## src/rtl/timer_pkg.sv

```systemverilog
// rtl/timer_pkg.sv - register map, control bit positions and divider helpers for timer_cmp
package timer_pkg;

   localparam logic [7:0] COUNT_LO  = 8'd0;
   localparam logic [7:0] COUNT_HI  = 8'd1;
   localparam logic [7:0] CTRL      = 8'd2;
   localparam logic [7:0] PENDING   = 8'd3;
   localparam logic [7:0] CH_BASE   = 8'd4;
   localparam logic [7:0] CH_STRIDE = 8'd4;

   typedef enum logic [1:0] {
      CMP_LO  = 2'd0,
      CMP_HI  = 2'd1,
      CH_CTRL = 2'd2,
      PERIOD  = 2'd3
   } ch_reg_e;

   localparam int CTRL_RUN    = 0;
   localparam int CH_EN       = 0;
   localparam int CH_PERIODIC = 1;
   localparam int CH_IRQ_EN   = 2;

   function automatic int calc_div(input longint cpu_hz, input longint tick_hz);
      return (tick_hz > 0) ? int'(cpu_hz / tick_hz) : 0;
   endfunction

   function automatic bit div_exact(input longint cpu_hz, input longint tick_hz);
      return (tick_hz > 0) && ((cpu_hz % tick_hz) == 0);
   endfunction

endpackage

```

## src/rtl/timer_channel.sv

```systemverilog
// rtl/timer_channel.sv - one compare channel: cmp, period, control bits and pending flag
module timer_channel
   import timer_pkg::*;
#(
   parameter int CNT_W = 64
) (
   input  logic             clk,
   input  logic             rst,
   input  logic             tick,
   input  logic [CNT_W-1:0] count_next,
   input  logic             wr,
   input  ch_reg_e          off,
   input  logic [31:0]      wdata,
   input  logic             w1c,
   output logic             pending,
   output logic             irq,
   output logic [31:0]      rdata
);

   logic [CNT_W-1:0] cmp;
   logic [31:0]      period;
   logic             en;
   logic             periodic;
   logic             irq_en;
   logic             hit;

   assign hit = en && tick && (count_next == cmp);
   assign irq = pending && irq_en;

   // Software writes come last so they override the hit update of the same field.
   always_ff @(posedge clk) begin
      if (rst) begin
         cmp      <= '0;
         period   <= '0;
         en       <= 1'b0;
         periodic <= 1'b0;
         irq_en   <= 1'b0;
         pending  <= 1'b0;
      end else begin
         if (hit) begin
            pending <= 1'b1;
            if (periodic) cmp <= cmp + CNT_W'(period);
            else          en  <= 1'b0;
         end else if (w1c) begin
            pending <= 1'b0;
         end
         if (wr) begin
            case (off)
               CMP_LO:  cmp[31:0]       <= wdata;
               CMP_HI:  cmp[CNT_W-1:32] <= wdata[CNT_W-33:0];
               CH_CTRL: begin
                  en       <= wdata[CH_EN];
                  periodic <= wdata[CH_PERIODIC];
                  irq_en   <= wdata[CH_IRQ_EN];
               end
               PERIOD:  period <= wdata;
            endcase
         end
      end
   end

   always_comb begin
      rdata = '0;
      case (off)
         CMP_LO:  rdata = cmp[31:0];
         CMP_HI:  rdata = 32'(cmp[CNT_W-1:32]);
         CH_CTRL: begin
            rdata[CH_EN]       = en;
            rdata[CH_PERIODIC] = periodic;
            rdata[CH_IRQ_EN]   = irq_en;
         end
         PERIOD:  rdata = period;
      endcase
   end

endmodule

```

## src/rtl/timer_cmp.sv

```systemverilog
// rtl/timer_cmp.sv - prescaled tick counter with compare channels on the memory-mapped IO bus
module timer_cmp
   import timer_pkg::*;
#(
   parameter int CPU_CLOCK_FREQ = 50_000_000,
   parameter int TICK_FREQ      = 1_000_000,
   parameter int NUM_CH         = 4,
   parameter int CNT_W          = 64
) (
   input  logic              clk,
   input  logic              rst,
   input  logic              rd_en,
   input  logic              wr_en,
   input  logic [7:0]        addr,
   input  logic [31:0]       wdata,
   output logic [31:0]       rdata,
   output logic [CNT_W-1:0]  count,
   output logic [NUM_CH-1:0] irq,
   output logic              irq_any
);

   localparam int DIV  = calc_div(CPU_CLOCK_FREQ, TICK_FREQ);
   localparam int PS_W = (DIV > 1) ? $clog2(DIV) : 1;
   localparam int HI_W = CNT_W - 32;

   if (DIV < 1 || !div_exact(CPU_CLOCK_FREQ, TICK_FREQ)) begin : g_bad_div
      $error("timer_cmp: CPU_CLOCK_FREQ must be a positive integer multiple of TICK_FREQ");
   end
   if (NUM_CH < 1 || NUM_CH > 62 || CNT_W < 33 || CNT_W > 64) begin : g_bad_size
      $error("timer_cmp: NUM_CH must be 1..62 and CNT_W 33..64");
   end

   logic [PS_W-1:0]   presc;
   logic              run;
   logic              tick;
   logic              ch_tick;
   logic              cnt_wr_lo;
   logic              cnt_wr_hi;
   logic              cnt_wr;
   logic              pend_wr;
   logic [HI_W-1:0]   hi_shadow;
   logic [CNT_W-1:0]  count_next;
   logic [7:0]        ch_rel;
   logic [7:0]        ch_idx;
   ch_reg_e           ch_off;
   logic              ch_sel;
   logic [NUM_CH-1:0] pending;
   logic [31:0]       ch_rdata [NUM_CH];
   logic [31:0]       ch_rd;
   logic [31:0]       pend_rd;

   assign tick       = run && (presc == PS_W'(DIV - 1));
   assign cnt_wr_lo  = wr_en && (addr == COUNT_LO);
   assign cnt_wr_hi  = wr_en && (addr == COUNT_HI);
   assign cnt_wr     = cnt_wr_lo || cnt_wr_hi;
   assign pend_wr    = wr_en && (addr == PENDING);
   // A software load suppresses both the increment and any compare hit.
   assign ch_tick    = tick && !cnt_wr;
   assign count_next = count + 1'b1;

   assign ch_rel = addr - CH_BASE;
   assign ch_idx = ch_rel / CH_STRIDE;
   assign ch_off = ch_reg_e'(ch_rel[1:0]);
   assign ch_sel = (addr >= CH_BASE) && (ch_idx < 8'(NUM_CH));

   always_ff @(posedge clk) begin
      if (rst) begin
         count <= '0;
         presc <= '0;
         run   <= 1'b1;
      end else begin
         if (cnt_wr || tick) presc <= '0;
         else if (run)       presc <= presc + 1'b1;
         if (cnt_wr_lo) count[31:0]       <= wdata;
         if (cnt_wr_hi) count[CNT_W-1:32] <= wdata[HI_W-1:0];
         if (ch_tick)   count             <= count_next;
         if (wr_en && (addr == CTRL)) run <= wdata[CTRL_RUN];
      end
   end

   for (genvar c = 0; c < NUM_CH; c++) begin : g_ch
      logic ch_w1c;
      if (c < 32) begin : g_w1c
         assign ch_w1c = pend_wr && wdata[c];
      end else begin : g_no_w1c
         assign ch_w1c = 1'b0;
      end

      timer_channel #(.CNT_W(CNT_W)) u_ch (
         .clk        (clk),
         .rst        (rst),
         .tick       (ch_tick),
         .count_next (count_next),
         .wr         (wr_en && ch_sel && (ch_idx == 8'(c))),
         .off        (ch_off),
         .wdata      (wdata),
         .w1c        (ch_w1c),
         .pending    (pending[c]),
         .irq        (irq[c]),
         .rdata      (ch_rdata[c])
      );
   end

   assign irq_any = |irq;

   always_comb begin
      ch_rd   = '0;
      pend_rd = '0;
      for (int c = 0; c < NUM_CH; c++) begin
         if (ch_sel && (ch_idx == 8'(c))) ch_rd = ch_rdata[c];
      end
      for (int c = 0; c < NUM_CH && c < 32; c++) pend_rd[c] = pending[c];
   end

   // The LO read snapshots the upper half so a following HI read is tear-free.
   always_ff @(posedge clk) begin
      if (rst) begin
         rdata     <= '0;
         hi_shadow <= '0;
      end else if (rd_en) begin
         if (addr == COUNT_LO) begin
            rdata     <= count[31:0];
            hi_shadow <= count[CNT_W-1:32];
         end else if (addr == COUNT_HI) begin
            rdata <= 32'(hi_shadow);
         end else if (addr == CTRL) begin
            rdata <= {31'b0, run};
         end else if (addr == PENDING) begin
            rdata <= pend_rd;
         end else begin
            rdata <= ch_rd;
         end
      end
   end

endmodule
```

## config.mk

```make
export PLATFORM = sky130hd
export DESIGN_NAME = timer_cmp
export DESIGN_NICKNAME = d
export VERILOG_FILES = /design/src/rtl/timer_pkg.sv /design/src/rtl/timer_channel.sv /design/src/rtl/timer_cmp.sv
export SDC_FILE = /design/constraint.sdc
export NUM_CORES = 2
export LEC_CHECK = 0
export CORE_MARGIN = 2
export CORE_UTILIZATION = 36
export CTS_CLUSTER_SIZE = 30
export DETAILED_ROUTE_END_ITERATION = 12
export HOLD_SLACK_MARGIN = 0.03
export PLACE_DENSITY_LB_ADDON = 0.1
export SETUP_SLACK_MARGIN = 0.05
export SLEW_MARGIN = 10
export SYNTH_ARGS = -nofsm -noshare
export SYNTH_HDL_FRONTEND = slang
export SYNTH_SLANG_ARGS = --single-unit
```

## constraint.sdc

```tcl
create_clock -name clk -period 6.22 [get_ports clk]
set_input_delay 0.933 -clock clk [delete_from_list [all_inputs] [get_ports clk]]
set_output_delay 0.933 -clock clk [all_outputs]
set_load 0.005 [all_outputs]
```

## Word-level counts from Yosys, hierarchy flattened

Cells that the tools add are included.

| storage, ports and cells | value |
|---|---|
| bits in registers | 535 |
| output and inout port bits | 101 |
| word-level logic and storage cells | 171 |

| operators by class | value |
|---|---|
| add/subtract/negate cells | 7 |
| magnitude comparators | 2 |
| equal/unequal tests | 14 |
| mux-type cells | 63 |
| reductions and logical operators | 55 |

Operators with widths:

| cell | count |
|---|---|
| two-way mux 64 bit | 13 |
| two-way mux 32 bit | 18 |
| case mux 29 bit (3 select lines) | 4 |
| adder 64 x 32 -> 64 bit | 4 |
| equality test 64 bit | 4 |
| adder 64 x 1 -> 64 bit (second input constant) | 1 |
| case mux 3 bit (4 select lines) | 4 |
| logical AND 1 bit | 32 |
| two-way mux 1 bit | 24 |
| AND reduction 2 bit | 9 |
| equality test 8 x 2 -> 1 bit (second input constant) | 2 |
| logical NOT 8 bit | 2 |
| equality test 6 x 2 -> 1 bit (second input constant) | 2 |
| nonzero test 2 bit | 6 |
| equality test 8 x 1 -> 1 bit (second input constant) | 1 |
| greater-or-equal comparator 8 x 3 -> 1 bit (second input constant) | 1 |
| subtractor 8 x 3 -> 8 bit (second input constant) | 1 |
| adder 6 x 1 -> 6 bit (second input constant) | 1 |
| equality test 6 x 1 -> 1 bit (second input constant) | 1 |
| equality test 6 bit (second input constant) | 1 |
| less-than comparator 6 x 3 -> 1 bit (second input constant) | 1 |
| equality test 2 bit (second input constant) | 2 |
| OR reduction 4 bit | 1 |
| equality test 2 x 1 -> 1 bit (second input constant) | 1 |
| 4 further kinds | 5 |

## Longest topological paths before layout

| logic depth | value |
|---|---|
| word-level depth | 12 |
| depth in mapped cells | 18 |

## By module

From an unflattened synthesis, not the netlist that was laid out.

| second synthesis, totals | value |
|---|---|
| cells, all modules | 5343 |
| area, all modules | 39838.2 µm² |

Modules (own cells, without submodules):

| module | instances | cells an instance | area each (µm²) | seq. area each (µm²) |
|---|---|---|---|---|
| timer_channel at g_ch[0].u_ch ... | 2 | 1075 | 7860.0 | 2001.9 |
| timer_cmp | 1 | 1118 | 8638.3 | 2702.6 |
| timer_channel at g_ch[2].u_ch | 1 | 1029 | 7767.4 | 2001.9 |
| timer_channel at g_ch[3].u_ch | 1 | 1046 | 7712.4 | 2001.9 |

## Least setup slack after synthesis

OpenSTA, ideal clock, no wires.

| timing path | value |
|---|---|
| path type | register to register |
| from | register count[52] |
| to | register g_ch[1].u_ch.cmp[55] |
| data arrival time | 4.883 ns |
| path slack | 1.246 ns |
| cell stages (with the launch flop) | 14 |
| buffers on the path | 1 |
| cell sequence | dfxtp_1 > clkbuf_1 > nand4_1 > or4b_2 > or4b_2 > nor2_1 > xor2_1 > a2111o_1 > or4_1 > nor4_1 > nand4_1 > or3b_1 > or3_1 > a311oi_1 |

| between the ends | value |
|---|---|
| longest elaborated chain between the ends | 6 |

Ends and longest elaborated chain:

| what | line | text |
|---|---|---|
| start, declared | timer_cmp.sv:17 | `output logic [CNT_W-1:0] count,` |
| start signal, assigned by index | timer_cmp.sv:75 | `if (cnt_wr_hi) count[CNT_W-1:32] <= wdata[HI_W-1:0];` |
| start signal, assigned | timer_cmp.sv:76 | `if (ch_tick) count <= count_next;` |
| adder 64 x 1 -> 64 bit (*) | timer_cmp.sv:59 | `assign count_next = count + 1'b1;` |
| equality test 64 bit (*) | timer_channel.sv:27 | `assign hit = en && tick && (count_next == cmp);` |
| logical AND 1 bit (*) | timer_channel.sv:27 |  |
| two-way mux 64 bit (*) | timer_channel.sv:40 | `if (hit) begin` |
| two-way mux 32 bit | timer_channel.sv:48 | `case (off)` |
| two-way mux 64 bit (*) | timer_channel.sv:47 | `if (wr) begin` |
| end signal, assigned | timer_channel.sv:42 | `if (periodic) cmp <= cmp + CNT_W'(period);` |
| end signal, assigned by index | timer_channel.sv:50 | `CMP_HI: cmp[CNT_W-1:32] <= wdata[CNT_W-33:0];` |
| end, declared | timer_channel.sv:20 | `logic [CNT_W-1:0] cmp;` |

Every way passes the cells marked *; elsewhere a longest branch is shown, timed or not.
A chain may end at the register's enable or synchronous reset.

## Worst setup path in the final report

| timing path | value |
|---|---|
| from | register count[28] |
| to | register g_ch[2].u_ch.cmp[43] |

| between the ends | value |
|---|---|
| longest elaborated chain between the ends | 6 |

Ends and longest elaborated chain:

| what | line | text |
|---|---|---|
| start signal, assigned | timer_cmp.sv:74 | `if (cnt_wr_lo) count[31:0] <= wdata;` |
| start signal, assigned by index | timer_cmp.sv:75 |  |
| start signal, assigned | timer_cmp.sv:76 |  |
| adder 64 x 1 -> 64 bit (*) | timer_cmp.sv:59 |  |
| equality test 64 bit (*) | timer_channel.sv:27 |  |
| logical AND 1 bit (*) | timer_channel.sv:27 |  |
| two-way mux 64 bit (*) | timer_channel.sv:40 |  |
| two-way mux 32 bit | timer_channel.sv:48 |  |
| two-way mux 64 bit (*) | timer_channel.sv:47 |  |
| end signal, assigned | timer_channel.sv:42 |  |
| end signal, assigned by index | timer_channel.sv:50 |  |
| end, declared | timer_channel.sv:20 |  |

Marked as above.

==> results by group <==
Yosys
  – Most used DFF post-synth: dfxtp_1
  – Yosys top cell area share: 25.16%
  – Cells after synthesis: 5746
  – Seq cells post-synth: around 540
  – Post-synth EDFFs: 0
  – Post-Syn Area: 42560 µm²
  – Synth Warn #: 0
  – Post-synthesis async set-or-reset flop share: 0%
  – Most area-consuming cells after synthesis: dfxtp_1 (25%), xnor2_1 (7.2%), nand2_1 (6.7%), nor2_1 (5.6%), a21oi_1 (5.5%)
  – Mean Syn Cell Area: 7.407 µm²
  – Area leader, netlist: dfxtp_1
  – Count of cell types in the netlist: 96
  – Sequential share of the synthesized area: roughly a quarter
  – Post-synthesis net count: 5925

Status
  – Status: completed

Route
  – Initial DRC count: 7588
  – WL per Instance: 37.65 µm
  – Final wirelength: 280.1 mm
  – Vias: 49100
  – Pre-antenna DRT Iters: 6
  – Remaining antenna violation count after routing: 0
  – Drt drc: 0
  – Routed vias/inst: 6.601

GRT
  – First-pass GRT wire length: roughly 380 mm
  – All-Layer GR Usage: 44.72%
  – Grt ovf: 0
  – Vias in the first global route: 43820
  – Initial antenna violation count: 23
  – Largest net degree at the start of global routing: 106

Power and ir drop
  – Switch share: 27.73%
  – Cell internal pwr: 6.117 mW
  – Worst VDD drop: 0.1771 mV
  – Sequential share of power: 40.9%
  – Cell Pwr Density: 171.2 nW/µm²
  – Comb power frac: 7.1%
  – P_sw: 2.347 mW
  – P_leak: 17.66 nW
  – Clk pwr share: 52.0%

Floorplanning
  – Die Area: between 100000 and 150000 µm²
  – Width of the die: 347.9 µm
  – Die height: roughly 350 µm
  – Core area: about 120000 µm²
  – Row count: 126
  – I/O Pins: 145
  – Initial Utilization: 36.19%

Clocking
  – Clock Sinks: roughly 540
  – Worst-case clock buffer depth: 3
  – Post-CTS Hold Fix Bufs: 0
  – Clk slew on worst S/H paths: 70 ps
  – Post-CTS Setup Inserts: 0
  – Htree depth: 3
  – Clock Tree Root: clkbuf_16
  – Clock latency on the worst-skew pair: 690 ps
  – CTS tree: built
  – Post-cts resize count: 0
  – Total CTS buffers: ~70

Timing
  – Slew @ Worst Pin: 1266 ps
  – Relative slew slack: 14.96%
  – Fin. Hold Viols: 0
  – Peak Freq: 162.6 MHz
  – # setup viols final: 0
  – Final Skew: 36.59 ps
  – Fin. max-slew vios: 0
  – RSZ-0062 raised after global routing: no
  – Hold WS: ~460 ps
  – Tmin final: between 6000 and 7000 ps
  – Setup TNS: 0 ps
  – Final period utilization: 98.88%

Setup path
  – Buffer and inverter count on the worst path: 3
  – Crit-path max cell delay: 1040 ps
  – Reg-to-reg slack, setup: 70 ps
  – Worst R2R End: g_ch[2].u_ch.cmp[43]$_SDFF_PP0_
  – Worst R2R Path Depth: 15
  – Crit path arrival time: 6720 ps
  – Critical-path maximum fanout: 8
  – Worst Setup Start Kind: flop
  – Crit-path most repeated cell: buf_4
  – Critical Path, Cell by Cell: buf_4 -> and2_0 -> nand4_1 -> buf_4 -> nor2_1 -> nand2_1 -> a2111oi_0 -> nand4_1 -> nor4bb_1 -> buf_4 -> and4_1 -> nand3_2 -> or3b_2 -> or3_1 -> a311oi_1
  – Critical path's slowest cell: a2111oi_0
  – CP Data Required Time: 6790 ps
  – Crit path max-delay family: simple AND/OR/NAND/NOR gates
  – R2R Path Start: count[28]$_SDFFE_PP0P_
  – WS Path Type: flop to flop
  – Setup crit end kind: flop

Hold path
  – Worst hold stages: 2
  – Sink of the worst hold path: hi_shadow[22]$_SDFFE_PP0P_
  – Worst hold path class: flop to flop
  – HP Start: hi_shadow[22]$_SDFFE_PP0P_

Run
  – Max_cap viols: 0

Cells and area
  – Synth-to-layout area growth: 16.15%
  – Most frequent cells in the layout: nand2_1 (752), nor2_1 (632), dfxtp_1 (535), a21oi_1 (463), buf_4 (368)
  – Commonest non-fill, non-tap cell in the layout: nand2_1
  – Nets@finish: 6023
  – FILL cells: 12330
  – Layout cells sized above 1: 10.35%

Placed design
  – Hpwl dp: 213.2 mm
  – Placer congestion estimate: ~1.1
  – Port Buffer Count: 144
[sequential cells by signal, indices dropped and copies added (netlist names)]
name / cells
rdata: 32
count: 64
g_ch.u_ch.irq_en: 4
g_ch.u_ch.en: 4
run: 1
presc: 6
hi_shadow: 32
g_ch.u_ch.periodic: 4
g_ch.u_ch.pending: 4
g_ch.u_ch.cmp: 256
g_ch.u_ch.period: 128
[cell families (layout without fill, tap and decap cells)]
family,after synthesis,count (layout),share of synthesized area [%]
compound gates,1524,1524,23.36
buf+inv,591,740,5.353
fa+ha+maj,135,135,4.039
other cells,0,7,0
xor+xnor,507,507,11.83
simple gates,2254,2254,25.17
flops,535,535,25.16
mux,200,200,5.080
[area by class of cell]
cell class / instances / area, µm² / share of cell area, %
antenna: 7 / 17.52 / 0.03543
timing repair buffer: 521 / 4314 / 8.727
tap: 1536 / 1922 / 3.888
clock buffer: 107 / 2135 / 4.318
multi-input combinational: 4620 / 29730 / 60.15
inverter: 94 / 352.8 / 0.7137
clock inverter: 18 / 250.2 / 0.5062
sequential: 535 / 10710 / 21.66
[power by group through the flow]
stage / logic (mW) / registers [mW] / clock network, mW
final: 0.600 / 3.46 / 4.40
after global routing: 0.596 / 3.46 / 4.53
after CTS: 0.572 / 3.46 / 4.42
after detailed placement: 0.571 / 3.54 / 0
after global placement: 0.572 / 3.54 / 0
after floorplan: 0.258 / 3.52 / 0
[stage by stage]
stage | instances | power [mW] | setup slack [ps] | cell area, µm² | utilization (%)
floorplan | 5746 | 3.780 | 1246 | 42560 | -
global placement | 7304 | 4.108 | 423.5 | 47020 | 39.98
finish | 7438 | 8.464 | 69.62 | 49440 | 42.03
global route | 7431 | 8.591 | 203.8 | 49420 | 42.02
detailed placement | 7304 | 4.107 | 465.5 | 47020 | 39.98
CTS | 7429 | 8.456 | 416.6 | 49400 | 42.01
[cells in the mapped netlist, types with 15 or more instances]
library cell  count
a2111oi_0        19
a211oi_1        235
a21o_1           60
a21oi_1         464
a221oi_1         23
a22oi_1          20
a311oi_1         47
a31oi_1          29
a32oi_1          42
and2_1           21
and3_1           69
and4_1           29
buf_1            34
buf_2            18
clkbuf_1        437
dfxtp_1         535
ha_1            131
inv_1            93
mux2i_1         180
nand2_1         761
nand2b_1         27
nand3_1         152
nand4_1          91
nor2_1          637
nor2b_1          31
nor3_1          136
nor3b_1          33
nor4_1          111
nor4b_1          23
o2111ai_1        20
o211ai_1         91
o21a_1           18
o21ai_0         257
o21bai_1         15
o22ai_1          47
o31ai_1          16
or3_1            34
or4_1            29
xnor2_1         349
xnor3_1          40
xor2_1          115
[layer usage]
layer	vias to the layer above	track usage [%]	wire length (µm)
li1	21120	-	-
met3	662	11.82	32340
met5	-	0	69
met1	24020	61.12	117100
met4	10	28.15	21110
met2	3288	61.71	109500
[tightest hold or removal path, stage by stage, from the launching register on]
cell	delay, ps
dfxtp_1	310
nand2_1	50
a21oi_1	50
[worst max-delay path by stage]
stage | from | endpoint | slack (ps) | cells after the start
after floorplan | count[52]$_SDFFE_PP0P_ | g_ch[1].u_ch.cmp[55]$_SDFF_PP0_ | 1250 | 13
after global placement | count[4]$_SDFFE_PP0P_ | g_ch[2].u_ch.cmp[43]$_SDFF_PP0_ | 420 | 13
after detailed placement | count[4]$_SDFFE_PP0P_ | g_ch[2].u_ch.cmp[43]$_SDFF_PP0_ | 470 | 13
after CTS | count[4]$_SDFFE_PP0P_ | g_ch[2].u_ch.cmp[43]$_SDFF_PP0_ | 420 | 13
after global routing | count[4]$_SDFFE_PP0P_ | g_ch[3].u_ch.cmp[46]$_SDFF_PP0_ | 200 | 16
final | count[28]$_SDFFE_PP0P_ | g_ch[2].u_ch.cmp[43]$_SDFF_PP0_ | 70 | 15
Note: power is estimated with default switching activity, not from simulation.
